**config.mk**
```make
export PLATFORM = sky130hd
export DESIGN_NAME = ppu_fb_writer
export DESIGN_NICKNAME = d
export VERILOG_FILES = /design/src/rtl/ppu_fb_writer.sv
export SDC_FILE = /design/constraint.sdc
export NUM_CORES = 1
export LEC_CHECK = 0
export CAP_MARGIN = 20
export CORE_ASPECT_RATIO = 1.25
export CORE_MARGIN = 10
export CORE_UTILIZATION = 57
export DETAILED_ROUTE_END_ITERATION = 12
export DONT_BUFFER_PORTS = 1
export HOLD_SLACK_MARGIN = 0.12
export PLACE_DENSITY = 0.75
export SLEW_MARGIN = 40
export SYNTH_ARGS = -nofsm -noshare
export SYNTH_HDL_FRONTEND = slang
export SYNTH_SLANG_ARGS = --single-unit
```
**constraint.sdc**
```tcl
create_clock -name clk -period 2.4 [get_ports clk]
set_input_delay 0 -clock clk [delete_from_list [all_inputs] [get_ports clk]]
set_output_delay 0 -clock clk [all_outputs]
set_load 0.01 [all_outputs]
```
**src/rtl/ppu_fb_writer.sv**
```systemverilog
// ppu_fb_writer: applies the BGP palette to the PPU pixel stream and writes the
// shades into a double-buffered framebuffer. At V-blank the write and display
// banks swap only when a complete, clean frame was written, so scan-out never
// shows a torn or partial frame.
module ppu_fb_writer #(
    parameter int H_PIX   = 160,
    parameter int V_LINES = 144
) (
    input  logic        clk,
    input  logic        rst,
    input  logic        lcd_en,
    input  logic [1:0]  ppu_mode,
    input  logic [1:0]  px_in,
    input  logic        px_valid,
    input  logic [7:0]  bgp,
    output logic        fb_we,
    output logic [15:0] fb_addr,
    output logic [1:0]  fb_data,
    output logic        disp_bank,
    output logic        frame_done,
    output logic        frame_err,
    output logic [7:0]  line_cnt
);

    typedef enum logic [1:0] {
        SYNC_WAIT = 2'd0,
        LINE_WAIT = 2'd1,
        DRAW_LINE = 2'd2,
        VB        = 2'd3
    } state_t;

    localparam logic [1:0]  M_HBLANK  = 2'd0;
    localparam logic [1:0]  M_VBLANK  = 2'd1;
    localparam logic [1:0]  M_SCAN    = 2'd2;
    localparam logic [1:0]  M_DRAW    = 2'd3;
    localparam logic [7:0]  H_PIX_C   = 8'(H_PIX);
    localparam logic [7:0]  V_LINES_C = 8'(V_LINES);
    localparam logic [14:0] ROW_STEP  = 15'(H_PIX);

    state_t      state_q;
    logic [1:0]  mode_q;
    logic [7:0]  x_q;
    logic [7:0]  y_q;
    logic [14:0] row_base_q;
    logic [7:0]  lines_ok_q;
    logic        ovf_q;
    logic        wbank_q;
    logic        fb_we_q;
    logic [15:0] fb_addr_q;
    logic [1:0]  fb_data_q;
    logic        disp_q;
    logic        done_q;
    logic        err_q;

    logic        vb_entry;
    logic        scan_entry;
    logic        draw_entry;
    logic        hblank_entry;
    logic        vb_check;
    logic        frame_ok;
    logic        pix_ok;
    logic [14:0] wr_addr;

    // Palette lookup: colour index n selects bgp bits [2n+1:2n].
    function automatic logic [1:0] pal_map(input logic [7:0] pal, input logic [1:0] idx);
        logic [1:0] shade;
        case (idx)
            2'd0:    shade = pal[1:0];
            2'd1:    shade = pal[3:2];
            2'd2:    shade = pal[5:4];
            default: shade = pal[7:6];
        endcase
        return shade;
    endfunction

    // Mode edge detection against the registered mode, plus frame/pixel qualifiers.
    always_comb begin
        vb_entry     = (mode_q != M_VBLANK) && (ppu_mode == M_VBLANK);
        scan_entry   = (mode_q == M_VBLANK) && (ppu_mode == M_SCAN);
        draw_entry   = (mode_q != M_DRAW)   && (ppu_mode == M_DRAW);
        hblank_entry = (mode_q == M_DRAW)   && (ppu_mode == M_HBLANK);
        // A V-blank edge while drawing or between lines closes the frame;
        // in DRAW_LINE it truncates the current line without advancing y.
        vb_check     = vb_entry && ((state_q == LINE_WAIT) || (state_q == DRAW_LINE));
        frame_ok     = (lines_ok_q == V_LINES_C) && !ovf_q;
        pix_ok       = px_valid && (x_q < H_PIX_C) && (y_q < V_LINES_C);
        wr_addr      = row_base_q + {7'd0, x_q};
    end

    // Frame/line state machine with registered framebuffer and status outputs.
    always_ff @(posedge clk) begin
        if (rst) begin
            state_q    <= SYNC_WAIT;
            mode_q     <= M_HBLANK;
            x_q        <= 8'd0;
            y_q        <= 8'd0;
            row_base_q <= 15'd0;
            lines_ok_q <= 8'd0;
            ovf_q      <= 1'b0;
            wbank_q    <= 1'b0;
            fb_we_q    <= 1'b0;
            fb_addr_q  <= 16'd0;
            fb_data_q  <= 2'd0;
            disp_q     <= 1'b1;
            done_q     <= 1'b0;
            err_q      <= 1'b0;
        end else begin
            mode_q  <= ppu_mode;
            fb_we_q <= 1'b0;
            done_q  <= 1'b0;
            err_q   <= 1'b0;

            if (!lcd_en) begin
                // LCD off: drop everything collected so far and resync on
                // the next V_BLANK -> SCAN edge after re-enable.
                state_q    <= SYNC_WAIT;
                x_q        <= 8'd0;
                lines_ok_q <= 8'd0;
                ovf_q      <= 1'b0;
            end else if (vb_check) begin
                state_q <= VB;
                if (frame_ok) begin
                    wbank_q <= ~wbank_q;
                    disp_q  <= wbank_q;
                    done_q  <= 1'b1;
                end else begin
                    err_q   <= 1'b1;
                end
                lines_ok_q <= 8'd0;
                ovf_q      <= 1'b0;
            end else begin
                unique case (state_q)
                    SYNC_WAIT: begin
                        if (scan_entry) begin
                            state_q    <= LINE_WAIT;
                            y_q        <= 8'd0;
                            row_base_q <= 15'd0;
                        end
                    end
                    LINE_WAIT: begin
                        if (draw_entry) begin
                            state_q <= DRAW_LINE;
                            x_q     <= 8'd0;
                        end
                    end
                    DRAW_LINE: begin
                        if (hblank_entry) begin
                            if (x_q == H_PIX_C) begin
                                lines_ok_q <= lines_ok_q + 8'd1;
                            end
                            if (y_q < V_LINES_C) begin
                                y_q <= y_q + 8'd1;
                            end
                            row_base_q <= row_base_q + ROW_STEP;
                            state_q    <= LINE_WAIT;
                        end else if (px_valid) begin
                            if (pix_ok) begin
                                fb_we_q   <= 1'b1;
                                fb_addr_q <= {wbank_q, wr_addr};
                                fb_data_q <= pal_map(bgp, px_in);
                                x_q       <= x_q + 8'd1;
                            end else begin
                                // Pixel beyond the visible area: the frame is suspect.
                                ovf_q <= 1'b1;
                            end
                        end
                    end
                    VB: begin
                        if (scan_entry) begin
                            state_q    <= LINE_WAIT;
                            x_q        <= 8'd0;
                            y_q        <= 8'd0;
                            row_base_q <= 15'd0;
                        end
                    end
                    default: state_q <= SYNC_WAIT;
                endcase
            end
        end
    end

    assign fb_we      = fb_we_q;
    assign fb_addr    = fb_addr_q;
    assign fb_data    = fb_data_q;
    assign disp_bank  = disp_q;
    assign frame_done = done_q;
    assign frame_err  = err_q;
    assign line_cnt   = y_q;

endmodule

```
==> summary.md, run 1 <==
| Metric | Value |
|---|---|
| Fmax | `434 MHz` |
| DR vias | `2778` |
| Synth Area in Compound Gates | `0.202` |
| Final Routed Wirelength | `7620 um` |
| Layout cells sized above 1 | `0.135` |
| Largest net degree at the start of global routing | `29` |
| CP delay by family, top | `compound AO/OA/AOI/OAI gates` |
| CTS buffer count | `9` |
| Die Wd | `87.4 um` |
| Post-route ant nets | `0` |
| Crit share post-route | `0.960` |
| Syn. warnings | `0` |
| Crit-path max cell delay | `0.38 ns` |
| Simple logic cell fraction of the synthesized area | `0.214` |
| Switching Share | `0.219` |
| Maximum vdd drop | `0.518 mV` |
| Status | `complete, no violations` |
| Comb power frac | `0.073` |
| IO Count | `46` |
| CTS tree | `done` |
| Post-layout utilization of the core | `0.684` |
| Largest family of logic cells by synthesized area | `simple AND/OR/NAND/NOR gates` |
| Placed cell count | `419` |
| Setup CP Type | `flip-flop to flip-flop` |
| Final Cell Area | `3750 um^2` |
| Clk sinks | `62` |
| Reg2Reg Depth | `8` |
| Die area | `9120 um^2` |
| Post-route DRC | `0` |
| Total GRT Usage | `0.163` |
| ANT cells | `0` |
| CP Buf/Inv Count | `2` |
| Net Switching | `0.000497 W` |
| Later-pin clock latency in the skew report | `0.34 ns` |
| Reg-to-reg startpoint | `state_q[0]` |
| Area contributors post-synth | `dfxtp_1 (38%), ha_1 (4.6%), nor2_1 (4.6%)` |
| Syn_nets | `387` |
| P_int | `0.00177 W` |
| Drt initial violations | `187` |
| DR pass1 iterations | `4` |
| Worst Hold Class | `primary input to flip-flop` |
| Post-synthesis xor/xnor area fraction | `0.0459` |
| Multiplexer area fraction after synthesis | `0.0571` |
| Yosys cell types | `62` |
| Crit path cell chain | `inv_1 -> ha_1 -> or2_4 -> a211oi_4 -> buf_4 -> o211ai_4 -> o311ai_1 -> o31ai_1` |
| Fin. Hold Viols | `0` |
| Clock power frac | `0.467` |
| Fin cells | `448` |
| Post-Synth Adder-Cell Area | `0.0463` |
| Leak | `1.31 nW` |
| Max-Cap Viols | `0` |
| Initial Util | `0.591` |
| Final Net Count | `407` |
| Startpoint Class | `flip-flop` |
| Power Dens Cells | `606 nW/um^2` |
| Initial antenna violation count | `0` |
| Final Slew Violations | `0` |
| Flops & latches, synth | `62` |
| Final clock skew | `0.00741 ns` |
| Dominant synthesized flop cell | `dfxtp_1` |
| Clock Path Buffers | `2` |
| Clock transition at path regs | `0.06 ns` |
| CP Capture Point | `line_cnt[2]` |
| CP max FO | `12` |
| Fill cells | `454` |
| Slowest cell on crit path | `o311ai_1` |
| Routed len/inst | `17.0 um` |
| Synth top area share | `0.383` |
| RePlAce Congestion | `0.830` |
| TNS Setup | `0 ns` |
| CP arrival | `2.51 ns` |
| R2R Path End | `line_cnt[2]` |
| Flop pwr share | `0.460` |
| Overflow after GRT | `0` |
| Final worst path period need | `2.30 ns` |
| Seq/Total Area, Yosys | `0.383` |
| Die Height | `104 um` |
| EDFF count, synth | `0` |
| Max transition margin | `0.582` |
| Post-Syn Area | `3240 um^2` |
| Core ar. | `5480 um^2` |
| First-pass GRT wire length | `12300 um` |
| Syn avg cell area | `9.03 um^2` |
| Layout area overhead | `15.6%` |
| Clock root cell | `clkbuf_8` |
| Syn Inst Count | `359` |
| H-tree levels | `3` |
| Stages on the worst setup path | `8` |
| Reg2Reg Setup Slack | `0.1 ns` |
| Critical Path End Type | `flip-flop` |
| Routed vias/inst | `6.20` |
| Placed inst area | `3350 um^2` |
| Top cell type by total area after synthesis | `dfxtp_1` |
| WP data required | `2.61 ns` |
| Crit. Startpoint | `state_q[0]` |
| Worst-Margin Slew | `0.625 ns` |
| Vias in the first global route | `2600` |
| Ys async rst share | `0` |
| Final setup viols | `0` |
| Dpl hpwl | `5040 um` |
| Port Buffers | `0` |
| Site row count | `30` |
| Unrepaired setup endpoints after global routing | `no` |
-- state kept, by name (all words and copies together), names as in the netlist --
register and flops:
fb_addr 16, frame_done 1, frame_err 1, mode_q 2, row_base_q 10, fb_data 2
ovf_q 1, x_q 8, state_q 2, disp_bank 1, fb_we 1, wbank_q 1
lines_ok_q 8, line_cnt 8
-- per-stage QoR --
step	hold WS (ns)	power, W	setup WS, ns
after floorplan	0.163	0.00117	0.121
after global placement	0.0725	0.00119	0.112
after detailed placement	0.0739	0.00119	0.0616
after CTS	0.121	0.00228	0.0350
after global routing	0.151	0.00236	0.000532
final	0.138	0.00227	0.0957
-- worst min-delay path by stage --
stage           startpoint    endpoint  slack, ns  cells past startpoint
6_report               rst   mode_q[0]       0.14                      2
5_1_grt                rst  fb_addr[1]       0.15                      2
4_1_cts        ppu_mode[0]       ovf_q       0.12                      4
3_5_place_dp           rst   mode_q[1]       0.07                      1
3_3_place_gp           rst   mode_q[1]       0.07                      1
2_1_floorplan  ppu_mode[0]   mode_q[0]       0.16                      2
-- synthesized netlist by cell type, types with 9 or more instances --
master	instances
a211oi_1	13
a21oi_1	19
dfxtp_1	62
ha_1	12
inv_1	15
mux2i_1	14
nand2_1	22
nor2_1	40
o21ai_0	9
o31ai_1	10
or3_1	17
xor2_1	9
-- kinds of logic (layout without fill, tap and decap cells) --
kind of cell	after synthesis	count (layout)
AOI/OAI and AO/OA	88	90
xor gates and xnor gates	17	17
adders and majority gates	12	12
buffers and inverters	36	59
DFF	62	62
muxes	16	16
and+or+nand+nor	128	128
-- cells in the final DEF, fill, tap and decap left out, types with 3 or more instances in the layout --
| cell type | synthesis | routed |
|---|---|---|
| a21o_1 | 3 | 3 |
| dfxtp_1 | 62 | 61 |
| nand2b_1 | 3 | 3 |
| mux2i_1 | 14 | 14 |
| o32ai_1 | 4 | 4 |
| o31ai_1 | 10 | 10 |
| nand3_1 | 8 | 8 |
| nand4_1 | 5 | 5 |
| o21ai_0 | 9 | 9 |
| o21ai_1 | 4 | 4 |
| o211ai_4 | 1 | 3 |
| dlygate4sd3_1 | 0 | 9 |
| ha_1 | 12 | 12 |
| nor2_1 | 40 | 40 |
| and3_1 | 4 | 4 |
| inv_1 | 15 | 15 |
| or4_1 | 8 | 8 |
| or3_1 | 17 | 15 |
| xnor2_1 | 8 | 8 |
| a21oi_1 | 19 | 18 |
| o22ai_1 | 3 | 3 |
| nand2_1 | 22 | 22 |
| a211oi_1 | 13 | 13 |
| clkbuf_8 | 0 | 12 |
| nor3_1 | 3 | 3 |
| xor2_1 | 9 | 9 |
| buf_4 | 1 | 15 |
-- layout make-up --
type | count | area, um^2 | area share
clock buffer | 13 | 169 | 0.0451
clock inverter | 3 | 65.1 | 0.0174
inverter | 17 | 63.8 | 0.0170
multi-input combinational | 263 | 1900 | 0.507
sequential | 62 | 1240 | 0.332
tap | 64 | 80.1 | 0.0214
timing repair buffer | 26 | 228 | 0.0608
-- repair_timing --
item,4_1_cts,5_1_grt
hold buffers,10,0
buffers inserted,0,1
endpoints found under the hold margin,54,0
gates resized for setup,0,7
endpoints found under the setup margin,0,15
-- power by group through the flow --
| stage | registers, W | clock network [W] | logic, W |
|---|---|---|---|
| after floorplan | 0.00106 | 0 | 0.000105 |
| after global placement | 0.00107 | 0 | 0.000120 |
| after detailed placement | 0.00107 | 0 | 0.000123 |
| after CTS | 0.00104 | 0.00108 | 0.000150 |
| after global routing | 0.00104 | 0.00113 | 0.000180 |
| final | 0.00104 | 0.00106 | 0.000165 |
-- per-layer routing --
metal,wire [um],GRT usage
met4,155,0.0833
met5,0,0
met1,3350,0.204
met2,3680,0.245
met3,431,0.0447
-- worst register-to-register path: cells and delay by family (launching register included) --
| family | cells | cell delay [ns] |
|---|---|---|
| AO/OA/AOI/OAI | 4 | 0.98 |
| flip-flops | 1 | 0.35 |
| adder cells (fa/ha/maj) | 1 | 0.33 |
| AND/OR/NAND/NOR | 1 | 0.28 |
| buffers and inverters | 2 | 0.24 |
(Power assumes the default switching activity.)
==> run 2: changes to the inputs <==
- ABC_AREA: default -> 1
- CORE_MARGIN: 10 -> default
==> run 2 against run 1 <==
Compared with the run above:
- combinational power about the same
- total power down 0.61%
- clock power about the same
- fmax is 2.8% higher
- global-route usage grew 11 points
- register-to-register slack better by 0.06 ns
==> summary.md, run 2 <==
| Metric | Value |
|---|---|
| Initial Util | `0.595 (was 0.591)` |
| Overflow after GRT | `0 (unchanged)` |
| Fin. Hold Viols | `0 (unchanged)` |
| Most frequent CP cell | `nand2_1` |
| Final Routed Wirelength | `8370 um (was 7620 um)` |
| Dominant synthesized flop cell | `dfxtp_1 (unchanged)` |
| Die Wd | `71.9 um (was 87.4 um)` |
| CP arrival | `2.49 ns (was 2.51 ns)` |
| H-tree levels | `3 (unchanged)` |
| Worst-Margin Slew | `0.570 ns (was 0.625 ns)` |
| Later-pin clock latency in the skew report | `0.36 ns (was 0.34 ns)` |
| Final setup viols | `0 (unchanged)` |
| Flops & latches, synth | `62 (unchanged)` |
| Met1 Use GR | `0.312 (was 0.204)` |
| Hold Path Sink | `lines_ok_q[0] (was mode_q[0])` |
| Max transition margin | `0.619 (was 0.582)` |
| Max-Cap Viols | `0 (unchanged)` |
| Unrepaired setup endpoints after global routing | `no (unchanged)` |
| Hold path depth | `5 (was 2)` |
| Area contributors post-synth | `dfxtp_1 (36%), nand2_1 (16%), nor2_1 (9.7%) (was dfxtp_1 (38%), ha_1 (4.6%), nor2_1 (4.6%))` |
| Crit-path max cell delay | `0.57 ns (was 0.38 ns)` |
| Global route hottest layer | `met2 (unchanged)` |
| Layout cells sized above 1 | `0.0726 (was 0.135)` |
| Core ar. | `5860 um^2 (was 5480 um^2)` |
| Post-Syn Area | `3480 um^2 (was 3240 um^2)` |
| Clock transition at path regs | `0.07 ns (was 0.06 ns)` |
| Reg2Reg Setup Slack | `0.16 ns (was 0.1 ns)` |
| Largest register FFs | `16 (unchanged)` |
| Most common cell in the netlist | `nand2_1 (was dfxtp_1)` |
| CTS tree | `done (unchanged)` |
| Initial antenna violation count | `0 (unchanged)` |
| Die area | `6430 um^2 (was 9120 um^2)` |
| Post-synth top cells | `nand2_1 (144), nor2_1 (90), dfxtp_1 (62) (was dfxtp_1 (62), nor2_1 (40), nand2_1 (22))` |
| CP Buf/Inv Count | `4 (was 2)` |
| Drt initial violations | `235 (was 187)` |
| CTS buffer count | `9 (unchanged)` |
| Critical Path End Type | `flip-flop (unchanged)` |
| Most frequent cells in the layout | `nand2_1 (144), nor2_1 (90), dfxtp_1 (61), inv_1 (59), nand3_1 (47) (was dfxtp_1 (61), nor2_1 (40), nand2_1 (22), a21oi_1 (18))` |
| DP Worst Slack | `0.421 ns (was 0.0616 ns)` |
| Routed len/inst | `12.9 um (was 17.0 um)` |
| Clock root cell | `clkbuf_8 (unchanged)` |
| Routed vias/inst | `5.26 (was 6.20)` |
| Final clock skew | `0.0145 ns (was 0.00741 ns)` |
| DR pass1 iterations | `5 (was 4)` |
| Power Dens Cells | `576 nW/um^2 (was 606 nW/um^2)` |
| Startpoint Class | `flip-flop (unchanged)` |
| Maximum vdd drop | `0.363 mV (was 0.518 mV)` |
| Site row count | `31 (was 30)` |
| Crit share post-route | `0.934 (was 0.960)` |
| Status | `complete, no violations (unchanged)` |
| Syn. warnings | `0 (unchanged)` |
| Met2 GRT Util | `0.484 (was 0.245)` |
| CP max FO | `12 (unchanged)` |
| Slowest cell on crit path | `dlygate4sd3_1 (was o311ai_1)` |
| Layout area overhead | `12.3% (was 15.6%)` |
| IO Count | `46 (unchanged)` |
| First-pass GRT wire length | `13700 um (was 12300 um)` |
| Largest net degree at the start of global routing | `25 (was 29)` |
| Leak | `1.66 nW (was 1.31 nW)` |
| Die Height | `89.4 um (was 104 um)` |
| Most common cell after layout, fill and taps aside | `nand2_1 (was dfxtp_1)` |
| RePlAce Congestion | `0.855 (was 0.830)` |
| Reg-to-reg startpoint | `state_q[0] (unchanged)` |
| Synth top area share | `0.356 (was 0.383)` |
| Yosys cell types | `28 (was 62)` |
| EDFF count, synth | `0 (unchanged)` |
| Port Buffers | `0 (unchanged)` |
| Reg2Reg Depth | `10 (was 8)` |
| DR vias | `3402 (was 2778)` |
| Syn_nets | `571 (was 387)` |
| Crit path cell chain | `inv_1 -> ha_1 -> buf_4 -> nand2_1 -> nand2_1 -> inv_2 -> nand3_4 -> nand2_1 -> a21oi_1 -> dlygate4sd3_1 (was inv_1 -> ha_1 -> or2_4 -> a211oi_4 -> buf_4 -> o211ai_4 -> o311ai_1 -> o31ai_1)` |
| Clk sinks | `62 (unchanged)` |
| Fin worst setup slack | `0.158 ns (was 0.0957 ns)` |
| Dpl hpwl | `5780 um (was 5040 um)` |
| CP delay by family, top | `buffers and inverters (was compound AO/OA/AOI/OAI gates)` |
| Syn Inst Count | `543 (was 359)` |
| Post-route DRC | `0 (unchanged)` |
| WP data required | `2.65 ns (was 2.61 ns)` |
| Vias in the first global route | `3189 (was 2600)` |
| Global-route track usage on met3 | `0.0609 (was 0.0447)` |
| R2R Path End | `line_cnt[2] (unchanged)` |
| ANT cells | `0 (unchanged)` |
| Final worst path period need | `2.24 ns (was 2.30 ns)` |
| Hold Crit Start | `ppu_mode[1] (was rst)` |
| Total GRT Usage | `0.275 (was 0.163)` |
| Final Net Count | `588 (was 407)` |
| Top cell type by total area after synthesis | `dfxtp_1 (unchanged)` |
| Setup CP Type | `flip-flop to flip-flop (unchanged)` |
| Seq/Total Area, Yosys | `0.356 (was 0.383)` |
| Post-layout utilization of the core | `0.668 (was 0.684)` |
| Worst Hold Class | `primary input to flip-flop (unchanged)` |
| TNS Setup | `0 ns (unchanged)` |
| Final Slew Violations | `0 (unchanged)` |
| Ys async rst share | `0 (unchanged)` |
| Post-route ant nets | `0 (unchanged)` |
| Clock Path Buffers | `2 (unchanged)` |
| Fmax | `446 MHz (was 434 MHz)` |
| Syn avg cell area | `6.41 um^2 (was 9.03 um^2)` |
## run 2: cells by family (layout without fill, tap and decap cells)
family / count (synthesis) / count (layout) / synth area share
and+or+nand+nor: 314 / 314 / 0.381
buffers and inverters: 77 / 99 / 0.0913
DFF: 62 / 62 / 0.356
adders and majority gates: 12 / 12 / 0.0431
xor gates and xnor gates: 9 / 9 / 0.0226
AOI/OAI and AO/OA: 69 / 69 / 0.106
## run 2: area by class of cell
class	count	area, um^2
clock buffers	9	124
clock inverters	7	98.8
fillers	560	1950
inverters	66	248
multi-input cells	404	1940
flip-flops and latches	62	1240
well taps	82	103
repair buffers	17	153
## run 2: layer usage
| layer | part of all wire | wire length, um | vias up |
|---|---|---|---|
| li1 | - | - | 1761 |
| met1 | 0.43 | 3590 | 1544 |
| met2 | 0.50 | 4180 | 77 |
| met3 | 0.044 | 368 | 20 |
| met4 | 0.028 | 233 | 0 |
| met5 | 0 | 0 | - |
## run 2: report_power, final
part / internal (W) / total (W) / switching, W
clock network: 0.000587 / 0.00103 / 0.000445
logic: 0.0000569 / 0.000167 / 0.000110
registers: 0.00104 / 0.00106 / 0.0000153
## run 2: worst max-delay path by stage
stage | from | endpoint | slack (ns) | cells past startpoint
4_1_cts | state_q[0] | line_cnt[2] | 0.02 | 9
6_report | state_q[0] | line_cnt[2] | 0.16 | 10
3_5_place_dp | state_q[0] | row_base_q[9] | 0.42 | 9
2_1_floorplan | state_q[0] | fb_addr[0] | 0.65 | 10
5_1_grt | state_q[0] | line_cnt[2] | 0.05 | 10
3_3_place_gp | state_q[0] | row_base_q[14] | 0.49 | 9
## run 2: repair_timing
item,4_1_cts,5_1_grt
endpoints found under the setup margin,0,1
resized for setup,0,6
buffers inserted,0,2
hold buffers,11,1
hold endpoints to repair,44,10
## run 2: worst register-to-register path, cell delays in order, from the launching register on
cell           delay [ns]
dfxtp_2              0.36
inv_1                0.05
ha_1                 0.31
buf_4                0.20
nand2_1              0.15
nand2_1              0.12
inv_2                0.10
nand3_4              0.13
nand2_1              0.10
a21oi_1              0.06
dlygate4sd3_1        0.57
## run 2: metrics by stage
step	power, W	area (um^2)	instances	hold slack [ns]
after floorplan	0.00119	3480	543	0.107
after global placement	0.00121	3540	617	0.0731
after detailed placement	0.00121	3540	617	0.0743
after CTS	0.00225	3870	644	0.135
after global routing	0.00234	3910	647	0.233
final	0.00225	3910	647	0.188
==> run 3: changes to the inputs <==
- ABC_AREA: 1 -> default
==> run 3 against run 2 <==
Compared with the run above:
- non-clock buffer count increased by 7
- total power fell by 1.7%
- via count decreased by 17%
- first-iteration DRC count up 3.4%
- register-to-register slack got worse by 0.09 ns
- design area is 5.6% lower
- worst setup slack got worse by 0.087 ns
- sequential power about the same
- clock power hardly changed
- combinational power down 2%
- final cell count fell by 31%
- critical path depth decreased by 3
- critical endpoint is now row_base_q[13]
- largest cell class unchanged
==> summary.md, run 3 (synthesized netlist as in run 1, its figures left out) <==
| Metric | Value |
|---|---|
| Status | `complete, no violations (unchanged)` |
| Max-Cap Viols | `0 (unchanged)` |
| Initial Util | `0.595 (about the same)` |
| Final clock skew | `0.0101 ns (was 0.0145 ns)` |
| CP arrival | `2.61 ns (was 2.49 ns)` |
| Most common cell after layout, fill and taps aside | `dfxtp_1 (was nand2_1)` |
| Port Buffers | `0 (unchanged)` |
| Largest net degree at the start of global routing | `29 (was 25)` |
| Final setup viols | `0 (unchanged)` |
| Clk sinks | `62 (unchanged)` |
| Clock Path Buffers | `2 (unchanged)` |
| Net Switching | `0.000507 W (was 0.000570 W)` |
| ANT cells | `0 (unchanged)` |
| Worst-Margin Slew | `0.569 ns (was 0.570 ns)` |
| Leak | `1.28 nW (was 1.66 nW)` |
| Comb power frac | `0.074 (about the same)` |
| Worst Hold Class | `primary input to flip-flop (unchanged)` |
| Dpl hpwl | `4800 um (was 5780 um)` |
| Total GRT Usage | `0.253 (was 0.275)` |
| Hold path depth | `2 (was 5)` |
| Overflow after GRT | `0 (unchanged)` |
| Pwr Total | `0.00222 W (was 0.00225 W)` |
| RePlAce Congestion | `0.872 (was 0.855)` |
| Routed met2 length | `3760 um (was 4180 um)` |
| Die Height | `86.3 um (was 89.4 um)` |
| H-tree levels | `3 (unchanged)` |
| Drt initial violations | `243 (was 235)` |
| Largest register FFs | `16 (unchanged)` |
| WP data required | `2.68 ns (was 2.65 ns)` |
| CTS tree | `done (unchanged)` |
| Layout cells sized above 1 | `0.131 (was 0.0726)` |
| Post-route ant nets | `0 (unchanged)` |
| DR vias | `2821 (was 3402)` |
| Setup CP Type | `flip-flop to flip-flop (unchanged)` |
| Startpoint Class | `flip-flop (unchanged)` |
| TNS Setup | `0 ns (unchanged)` |
| P_int | `0.00171 W (was 0.00168 W)` |
| Switching Share | `0.229 (was 0.253)` |
| Site row count | `30 (was 31)` |
| Reg2Reg Depth | `7 (was 10)` |
| Later-pin clock latency in the skew report | `0.35 ns (was 0.36 ns)` |
| Final Slew Violations | `0 (unchanged)` |
| Power Dens Cells | `600 nW/um^2 (was 576 nW/um^2)` |
| First-pass GRT wire length | `12000 um (was 13700 um)` |
| Crit share post-route | `0.970 (was 0.934)` |
| M1 WL | `3210 um (was 3590 um)` |
| Fin cells | `446 (was 647)` |
| Routed len/inst | `16.8 um (was 12.9 um)` |
| Fmax | `429 MHz (was 446 MHz)` |
| Uppermost layer routed | `met4 (unchanged)` |
| Critical Path End Type | `flip-flop (unchanged)` |
| Reg2Reg Setup Slack | `0.07 ns (was 0.16 ns)` |
| Core ar. | `5440 um^2 (was 5860 um^2)` |
| Initial antenna violation count | `0 (unchanged)` |
| Clock transition at path regs | `0.07 ns (about the same)` |
| CTS buffer count | `9 (unchanged)` |
| Clock power frac | `0.455 (was 0.457)` |
| Final worst path period need | `2.33 ns (was 2.24 ns)` |
| Max transition margin | `0.621 (was 0.619)` |
| Fill cells | `452 (was 560)` |
| Placed cell count | `418 (was 617)` |
| Vias in the first global route | `2513 (was 3189)` |
| Final Net Count | `405 (was 588)` |
| Die Wd | `69.4 um (was 71.9 um)` |
| Post-route DRC | `0 (unchanged)` |
| DR pass1 iterations | `4 (was 5)` |
| Flop pwr share | `0.471 (was 0.468)` |
| Clock root cell | `clkbuf_8 (unchanged)` |
| Routed vias/inst | `6.33 (was 5.26)` |
| Fin. Hold Viols | `0 (unchanged)` |
| IO Count | `46 (unchanged)` |
| Die area | `5990 um^2 (was 6430 um^2)` |
| Maximum vdd drop | `0.372 mV (was 0.363 mV)` |
| Final Routed Wirelength | `7490 um (was 8370 um)` |
| Most frequent cells in the layout | `dfxtp_1 (61), nor2_1 (40), nand2_1 (22), a21oi_1 (18) (was nand2_1 (144), nor2_1 (90), dfxtp_1 (61), inv_1 (59), nand3_1 (47))` |
| Met3 routed WL | `343 um (was 368 um)` |
| CP max FO | `6 (was 12)` |
| Layout area overhead | `14.0% (was 12.3%)` |
[run 3: routing by layer]
metal  up-vias  GRT usage
met5         -          0
met3        18     0.0593
li1       1365          -
met4         0      0.139
met2        82      0.420
met1      1356      0.304
[run 3: worst max-delay path: stages (launching register included)]
cell      delay, ns
dfxtp_2        0.36
inv_1          0.06
ha_1           0.31
or2_4          0.28
a211oi_4       0.34
o211ai_2       0.23
or4_1          0.54
a21oi_1        0.15
[run 3: through the flow]
stage,hold slack (ns),area [um^2],setup slack [ns],utilization
after floorplan,0.163,3240,0.121,-
after global placement,0.0718,3330,0.110,0.611
after detailed placement,0.0744,3330,0.0632,0.611
after CTS,0.125,3630,0.0191,0.667
after global routing,0.154,3690,-0.00671,0.679
final,0.128,3690,0.0713,0.679
[run 3: area by class of cell]
class	instances	area, um^2	share of cell area
Clock inverter	4	70.1	0.0190
Multi-Input combinational cell	263	1890	0.513
Sequential cell	62	1240	0.336
Inverter	17	63.8	0.0173
Clock buffer	12	145	0.0393
Tap cell	64	80.1	0.0217
Timing Repair Buffer	24	198	0.0535
[run 3: worst paths after layout]
check             start        endpoint
max reg2reg  state_q[0]  row_base_q[13]
min reg2reg       ovf_q           ovf_q
min                 rst      fb_addr[7]
max          state_q[0]  row_base_q[13]
[run 3: power by group through the flow]
stage                     sequential [W]  clock, W  combinational [W]
final                            0.00104   0.00101           0.000163
after global routing             0.00104   0.00106           0.000176
after CTS                        0.00104   0.00102           0.000148
after detailed placement         0.00107         0           0.000121
after global placement           0.00107         0           0.000119
after floorplan                  0.00106         0           0.000105
[run 3: repair_timing]
action / CTS / global route
hold buffers: 9 / 0
hold endpoints to repair: 59 / 0
setup buffers: 0 / 1
setup endpoints to repair: 0 / 24
resized for setup: 0 / 6
